--- src/rtl/mux_scan_pkg.sv ---
// Shared types and constants for the mux scan sequencer.
// Optional parity output is enabled with MUX_SCAN_PARITY_EN.
package mux_scan_pkg;

   localparam int SEL_W  = 4;
   localparam int NUM_CH = 16;

   typedef enum logic [1:0] {
      IDLE   = 2'd0,
      SETTLE = 2'd1,
      SAMPLE = 2'd2,
      DONE   = 2'd3
   } state_t;

endpackage

--- src/rtl/mux_scan_settle_ctr.sv ---
// Loadable up/down counter with clear and terminal-count flag.
// Times the settle wait after each select change.
module mux_scan_settle_ctr
   import mux_scan_pkg::*;
#(
   parameter int W = 4
) (
   input  logic         clk,
   input  logic         rst,
   input  logic         clr,
   input  logic         load,
   input  logic [W-1:0] load_val,
   input  logic         en,
   input  logic         up,
   input  logic [W-1:0] term,
   output logic         tc
);

   logic [W-1:0] cnt;

   always_ff @(posedge clk) begin
      if (rst) begin
         cnt <= '0;
      end else if (clr) begin
         cnt <= '0;
      end else if (load) begin
         cnt <= load_val;
      end else if (en) begin
         cnt <= up ? cnt + 1'b1 : cnt - 1'b1;
      end
   end

   assign tc = (cnt == term);

endmodule

--- src/rtl/mux_scan_sequencer.sv ---
// Steps a 16:1 mux select through every channel and packs the samples.
// Define MUX_SCAN_PARITY_EN to add a parity output over each new word.
module mux_scan_sequencer
   import mux_scan_pkg::*;
#(
   parameter int SEL_W      = mux_scan_pkg::SEL_W,
   parameter int SETTLE_CYC = 1
) (
   input  logic                  clk,
   input  logic                  rst,
   input  logic                  start,
   input  logic                  mux_out,
   output logic [SEL_W-1:0]      select,
   output logic                  busy,
   output logic                  done,
   output logic [2**SEL_W-1:0]   word
`ifdef MUX_SCAN_PARITY_EN
   ,
   output logic                  parity
`endif
);

   localparam int NCH = 2**SEL_W;
   localparam int CW  = 4;

   state_t         state;
   state_t         nxt;
   logic [NCH-1:0] acc;
   logic [NCH-1:0] merged;
   logic           ctr_clr;
   logic           ctr_en;
   logic           tc;

   mux_scan_settle_ctr #(
      .W(CW)
   ) u_settle (
      .clk      (clk),
      .rst      (rst),
      .clr      (ctr_clr),
      .load     (1'b0),
      .load_val ('0),
      .en       (ctr_en),
      .up       (1'b1),
      .term     (CW'(SETTLE_CYC - 1)),
      .tc       (tc)
   );

   always_comb begin
      nxt     = state;
      ctr_clr = 1'b0;
      ctr_en  = 1'b0;
      unique case (state)
         IDLE: begin
            if (start) begin
               nxt     = SETTLE;
               ctr_clr = 1'b1;
            end
         end
         SETTLE: begin
            ctr_en = 1'b1;
            if (tc) nxt = SAMPLE;
         end
         SAMPLE: begin
            ctr_clr = 1'b1;
            nxt     = (&select) ? DONE : SETTLE;
         end
         DONE: nxt = IDLE;
      endcase
   end

   // Last channel's sample goes straight into word so done sees it.
   always_comb begin
      merged         = acc;
      merged[select] = mux_out;
   end

   always_ff @(posedge clk) begin
      if (rst) begin
         state  <= IDLE;
         select <= '0;
         acc    <= '0;
         word   <= '0;
`ifdef MUX_SCAN_PARITY_EN
         parity <= 1'b0;
`endif
      end else begin
         state <= nxt;
         if (state == SAMPLE) begin
            acc[select] <= mux_out;
            if (&select) begin
               word <= merged;
`ifdef MUX_SCAN_PARITY_EN
               parity <= ^merged;
`endif
            end else begin
               select <= select + 1'b1;
            end
         end
         if (state == DONE) select <= '0;
      end
   end

   assign busy = (state == SETTLE) || (state == SAMPLE);
   assign done = (state == DONE);

endmodule
--- config.mk ---
export PLATFORM = sky130hd
export DESIGN_NAME = mux_scan_sequencer
export DESIGN_NICKNAME = d
export VERILOG_FILES = /design/src/rtl/mux_scan_pkg.sv /design/src/rtl/mux_scan_settle_ctr.sv /design/src/rtl/mux_scan_sequencer.sv
export SDC_FILE = /design/constraint.sdc
export NUM_CORES = 1
export LEC_CHECK = 0
export BUFFER_PORTS_ARGS = -buffer_cell sky130_fd_sc_hd__buf_2
export CELL_PAD_IN_SITES_DETAIL_PLACEMENT = 0
export CELL_PAD_IN_SITES_GLOBAL_PLACEMENT = 1
export CORE_UTILIZATION = 47
export DETAILED_ROUTE_END_ITERATION = 7
export GPL_TIMING_DRIVEN = 0
export PLACE_DENSITY_LB_ADDON = 0.1
export SLEW_MARGIN = 10
export SYNTH_ARGS = -nofsm -noshare
export SYNTH_HDL_FRONTEND = slang
export SYNTH_SLANG_ARGS = --single-unit
--- constraint.sdc ---
create_clock -name clk -period 4.36 [get_ports clk]
set_input_delay 0.436 -clock clk [delete_from_list [all_inputs] [get_ports clk]]
set_output_delay 0.436 -clock clk [all_outputs]
set_load 0.1 [all_outputs]
After elaboration in Yosys (flattened, before gate mapping)
Index checks and enable logic that the tools add are counted.
- $add $sub $neg: 2
- reduce and logical (&&, ||, !) cells: 10
- equality and inequality tests: 5
- multiplexer cells: 10
- $lt $le $gt $ge: 2
- bitwise logic cells: 1
- operator list (operator ; number):
    bitwise mux 16 bit ; 1
    adder 4 x 1 -> 4 bit, second input constant ; 2
    case mux 2 bit (4 select lines) ; 1
    two-way mux 2 bit ; 3
    < comparator 4 x 5 -> 1 bit, second input constant ; 1
    AND reduction 5 bit ; 1
    demux 1 bit (select 4 bit) ; 1
    equality test 2 bit, second input constant ; 2
    >= comparator 4 x 1 -> 1 bit, second input constant ; 1
    logical NOT 4 bit ; 1
    inequality test 2 bit, second input constant ; 2
    AND reduction 2 bit ; 2
    AND reduction 4 bit ; 1
    OR reduction 2 bit ; 2
    two-way mux 1 bit ; 3
    equality test 2 x 1 -> 1 bit, second input constant ; 1
    logical NOT 2 bit ; 1
    case mux 1 bit (2 select lines) ; 1
    logical AND 1 bit ; 1
    logical OR 1 bit ; 1
    NOT 1 bit ; 1
- input port bits: 4
- output and inout port bits: 22
- flip-flop bits (word level): 42
- word-level logic and storage cells: 35

Depth between registers and ports, before layout
- depth in word-level cells: 5
- depth in mapped cells: 8
- mapped depth without buffers: 5

Hierarchy
From an unflattened synthesis, not the netlist that was laid out.
- cells, all modules: 231
- area total of the unflattened synthesis: 2073.2 um^2
- by module, submodules not included (module ; area an instance (um^2) ; cells each ; seq. area each (um^2) ; instances):
    mux_scan_sequencer ; 1727.9 ; 195 ; 740.7 ; 1
    mux_scan_settle_ctr ; 345.3 ; 36 ; 80.1 ; 1

Worst setup path after synthesis
Ideal clock, no wire load.
- kind: register to register
- start: register select[1]
- end: register word[2]
- setup time: 136 ps
- arrival time: 2004 ps
- clock period less this slack: 2140 ps
- path buffers: 2
- data required time: 4224 ps
- path slack: 2220 ps
- stages on the path, launching flop included: 7
- cells stage by stage: dfxtp_1 > ha_1 > buf_4 > nand4_1 > buf_2 > nand2_1 > a21oi_2
- cells in the longest elaborated chain, start to end: 5
- elaborated cells on any way between the ends: 7
- those cells by class: order compare (2); mux (3); reduce/logical (2)
- RTL lines (item ; RTL line ; RTL):
    from (decl) ; mux_scan_sequencer.sv:13 ; output logic [SEL_W-1:0] select,
    from (signal assigned) ; mux_scan_sequencer.sv:96 ; select <= select + 1'b1;
    < comparator 4 x 5 -> 1 bit (implied by the code) or >= comparator 4 x 1 -> 1 bit (tied branches) ; mux_scan_sequencer.sv:74 ; merged[select] = mux_out;
    logical AND 1 bit (implied by the code) ; mux_scan_sequencer.sv:74 ;
    two-way mux 1 bit (implied by the code) ; mux_scan_sequencer.sv:74 ;
    demux 1 bit (select 4 bit) ; mux_scan_sequencer.sv:74 ;
    bitwise mux 16 bit ; mux_scan_sequencer.sv:74 ;
    to (signal assigned) ; mux_scan_sequencer.sv:91 ; word <= merged;
    to (decl) ; mux_scan_sequencer.sv:16 ; output logic [2**SEL_W-1:0] word
Several ways; a longest one is shown, not always the timed one.
A chain may end at the register's enable or synchronous reset.

Worst setup path after layout
- start: register state[1]
- end: output port busy
- cells in the longest elaborated chain, start to end: 2
- elaborated cells on any way between the ends: 3
- those cells by class: eq/ne (2); reduce/logical (1)
- RTL lines (item ; RTL line ; RTL):
    from (decl) ; mux_scan_sequencer.sv:26 ; state_t state;
    from (signal assigned) ; mux_scan_sequencer.sv:87 ; state <= nxt;
    equality test 2 x 1 -> 1 bit or equality test 2 bit (tied branches) ; mux_scan_sequencer.sv:103 ; assign busy = (state == SETTLE) || (state == SAMPLE);
    logical OR 1 bit * ; mux_scan_sequencer.sv:103 ;
    to (decl) ; mux_scan_sequencer.sv:14 ; output logic busy,
Every way passes the cells marked *; elsewhere a longest branch is shown, timed or not.

==> results_dict.tcl <==
set metrics [dict create \
    pre_cts_ws_ns 2.71 \
    crit_family "buffers and inverters" \
    clock_skew_ns 0.00389 \
    slew_headroom 0.614 \
    critPathBufInv 2 \
    r2r_start "state[0]$_SDFFE_PP0P_" \
    grt_max_degree 12 \
    ys_ff_latch 41 \
    crit_path_max_fanout 5 \
    synth_top_cell_by_area "dfxtp_1" \
    ys_types 35 \
    die_area_sq_um 4490 \
    antenna_found_initial 0 \
    timing.setup.tns_ns 0 \
    avgSynthCellArea_sq_um 9.33 \
    fin_crit_ns 1.94 \
    grtUsageTotal 0.201 \
    max_stage_delay_ns 0.41 \
    final_antenna_net_count 0 \
    ir_drop_uv 278 \
    fmax_ghz 0.514 \
    rsz0062_at_grt "no" \
    worst_ep_arrival_time_ns 1.51 \
    clock_sinks 41 \
    worst_slack_ns 2.42 \
    final-setup-viol-count 0 \
    slew_viol_final 0 \
    die_x_microns 67.0 \
    die_y_microns 67.0 \
    syn2layout_area_growth_pct 12.6 \
    drive_gt1_frac 0.248 \
    drt_pass1_iterations 4 \
    cp.required_ns 3.92 \
    place.gp.congestion 0.799 \
    status "finished clean" \
    holdBufCountCts 0 \
    startpoint "state[1]$_SDFFE_PP0P_" \
    antenna_cells 0 \
    core_sq_um 4030 \
    yosys.area.top_type_share 0.413 \
    fin_nets 258 \
    grt_pass1_wl_microns 6680 \
    power_per_cell_area_nw_per_um2 410 \
    clock_tree.buffer_depth 2 \
    final_cell_mix "dfxtp_1, buf_2, nand2_1, nor2_1, mux2i_1" \
    drt-total-wl_microns 4020 \
    synthTopCellsByArea "dfxtp_1, mux2i_1, ha_1" \
    postCtsSetupRepairBufs 0 \
    hold_violations 0 \
    cts-root-buf "clkbuf_8" \
    vias 1554 \
    min_from "word[15]$_SDFFE_PP0P_" \
    r2r_setup_slack_ns 2.71 \
    worstPathCellList "inv_1, ha_1, buf_2" \
    synth_cells 213 \
    cp-start-kind "flip-flop" \
    final_common_cell "dfxtp_1" \
    worstSetupPathType "reg -> out" \
    post_cts_resized 0 \
    finalCritPeriodShare 0.446 \
    syn_nets 228 \
    cts_inserted_buffers 5 \
    clk_pin_slew_worst_paths_ns 0.07 \
    initial_core_util 0.493 \
    timing.hold.ws_ns 0.456 \
    yosys_warnings 0 \
    max_cap_violations 0 \
    slowest_stage "dfxtp_1" \
    ctsHtreeMaxLevel 2 \
    grt_overflow 0 \
    dp_hpwl_microns 2900 \
    drc 0 \
    port_buffers 23 \
    worst_pin_slew_ns 0.579 \
    hp-class "reg -> reg" \
    cts_tree "built" \
    ios 26 \
    synth-seq-area-share 0.413 \
    clk_latency_ns 0.29 \
    drtIter0Drc 72 \
    rows 23 \
    grt_pass1_vias 1375 \
    end_kind "primary output" \
    power_leakage_nw 0.952 \
    viasPerCell 5.32 \
    wl_per_cell_microns 13.8 \
    syn_area_sq_um 1990 \
]
## worst register-to-register path, stage by stage (launching register included)
cell and delay [ns]:
dfxtp_1 0.35, inv_1 0.14, ha_1 0.15, buf_2 0.17
nand4_1 0.27, buf_2 0.29, nand2_1 0.10, a21oi_2 0.05
## per-layer routing
metal,vias up,global-route usage,share of wire
li1,794,-,-
met1,721,0.278,0.51
met2,32,0.301,0.44
met3,7,0.0411,0.034
met4,0,0.0798,0.015
met5,-,0,0
## worst paths after layout
kind	end	cells after the start
setup reg to reg	word[4]$_SDFFE_PP0P_	7
setup / recovery	busy	3
hold / removal	word[15]$_SDFFE_PP0P_	2
hold reg to reg	word[15]$_SDFFE_PP0P_	2
## cell families (layout without fill, tap and decap cells)
logic type / Yosys count / after routing / share of synthesized area
xor gates and xnor gates: 3 / 3 / 0.0132
buffers and inverters: 24 / 53 / 0.0655
and+or+nand+nor: 84 / 84 / 0.218
adders and majority gates: 11 / 11 / 0.0692
DFF: 41 / 41 / 0.413
AOI/OAI and AO/OA: 31 / 31 / 0.126
muxes: 19 / 19 / 0.0957
## metrics by stage
step / util / std cells / total power [mW] / area, sq um
global placement: 0.538 / 286 / 0.693 / 2170
CTS: 0.556 / 292 / 0.927 / 2240
global route: 0.556 / 292 / 0.969 / 2240
detailed placement: 0.538 / 286 / 0.702 / 2170
floorplan: - / 213 / 0.658 / 1990
finish: 0.556 / 292 / 0.918 / 2240
## state kept, by name (all words and copies together) (netlist names)
| name | count |
|---|---|
| acc | 15 |
| select | 4 |
| state | 2 |
| u_settle.cnt | 4 |
| word | 16 |
## cells in the mapped netlist
master	n
nor3b_1	1
nand2b_1	1
a21oi_2	7
buf_6	2
a211oi_2	4
ha_1	11
o41ai_2	1
inv_1	8
o21a_1	1
o2111a_1	1
clkbuf_1	2
buf_1	2
nor2_1	25
and4_4	1
o21bai_1	1
and4bb_2	4
nand2_1	28
buf_2	8
dfxtp_1	41
nand4_1	5
nand4b_1	8
a21oi_1	10
xnor2_1	1
nand3_1	7
buf_8	1
mux2i_1	19
nor3_1	2
buf_4	1
o311ai_2	1
xor2_1	2
or2_2	1
o211ai_1	1
a211oi_1	1
and3_1	1
o21ai_0	3
## layout make-up
cell class	count	area, sq um
fillers	388	1790
multi-input cells	148	1040
flip-flops and latches	41	821
repair buffers	23	115
plain buffers	16	100
clock buffers	5	68.8
well taps	50	62.6
inverters	8	30.0
clock inverters	1	5.00
## power by group
group          internal, mW  switching [mW]  total (mW)
registers             0.392          0.0211       0.413
clock network         0.105           0.119       0.224
logic                0.0747           0.206       0.281
Power figures use the tool's default switching activity.
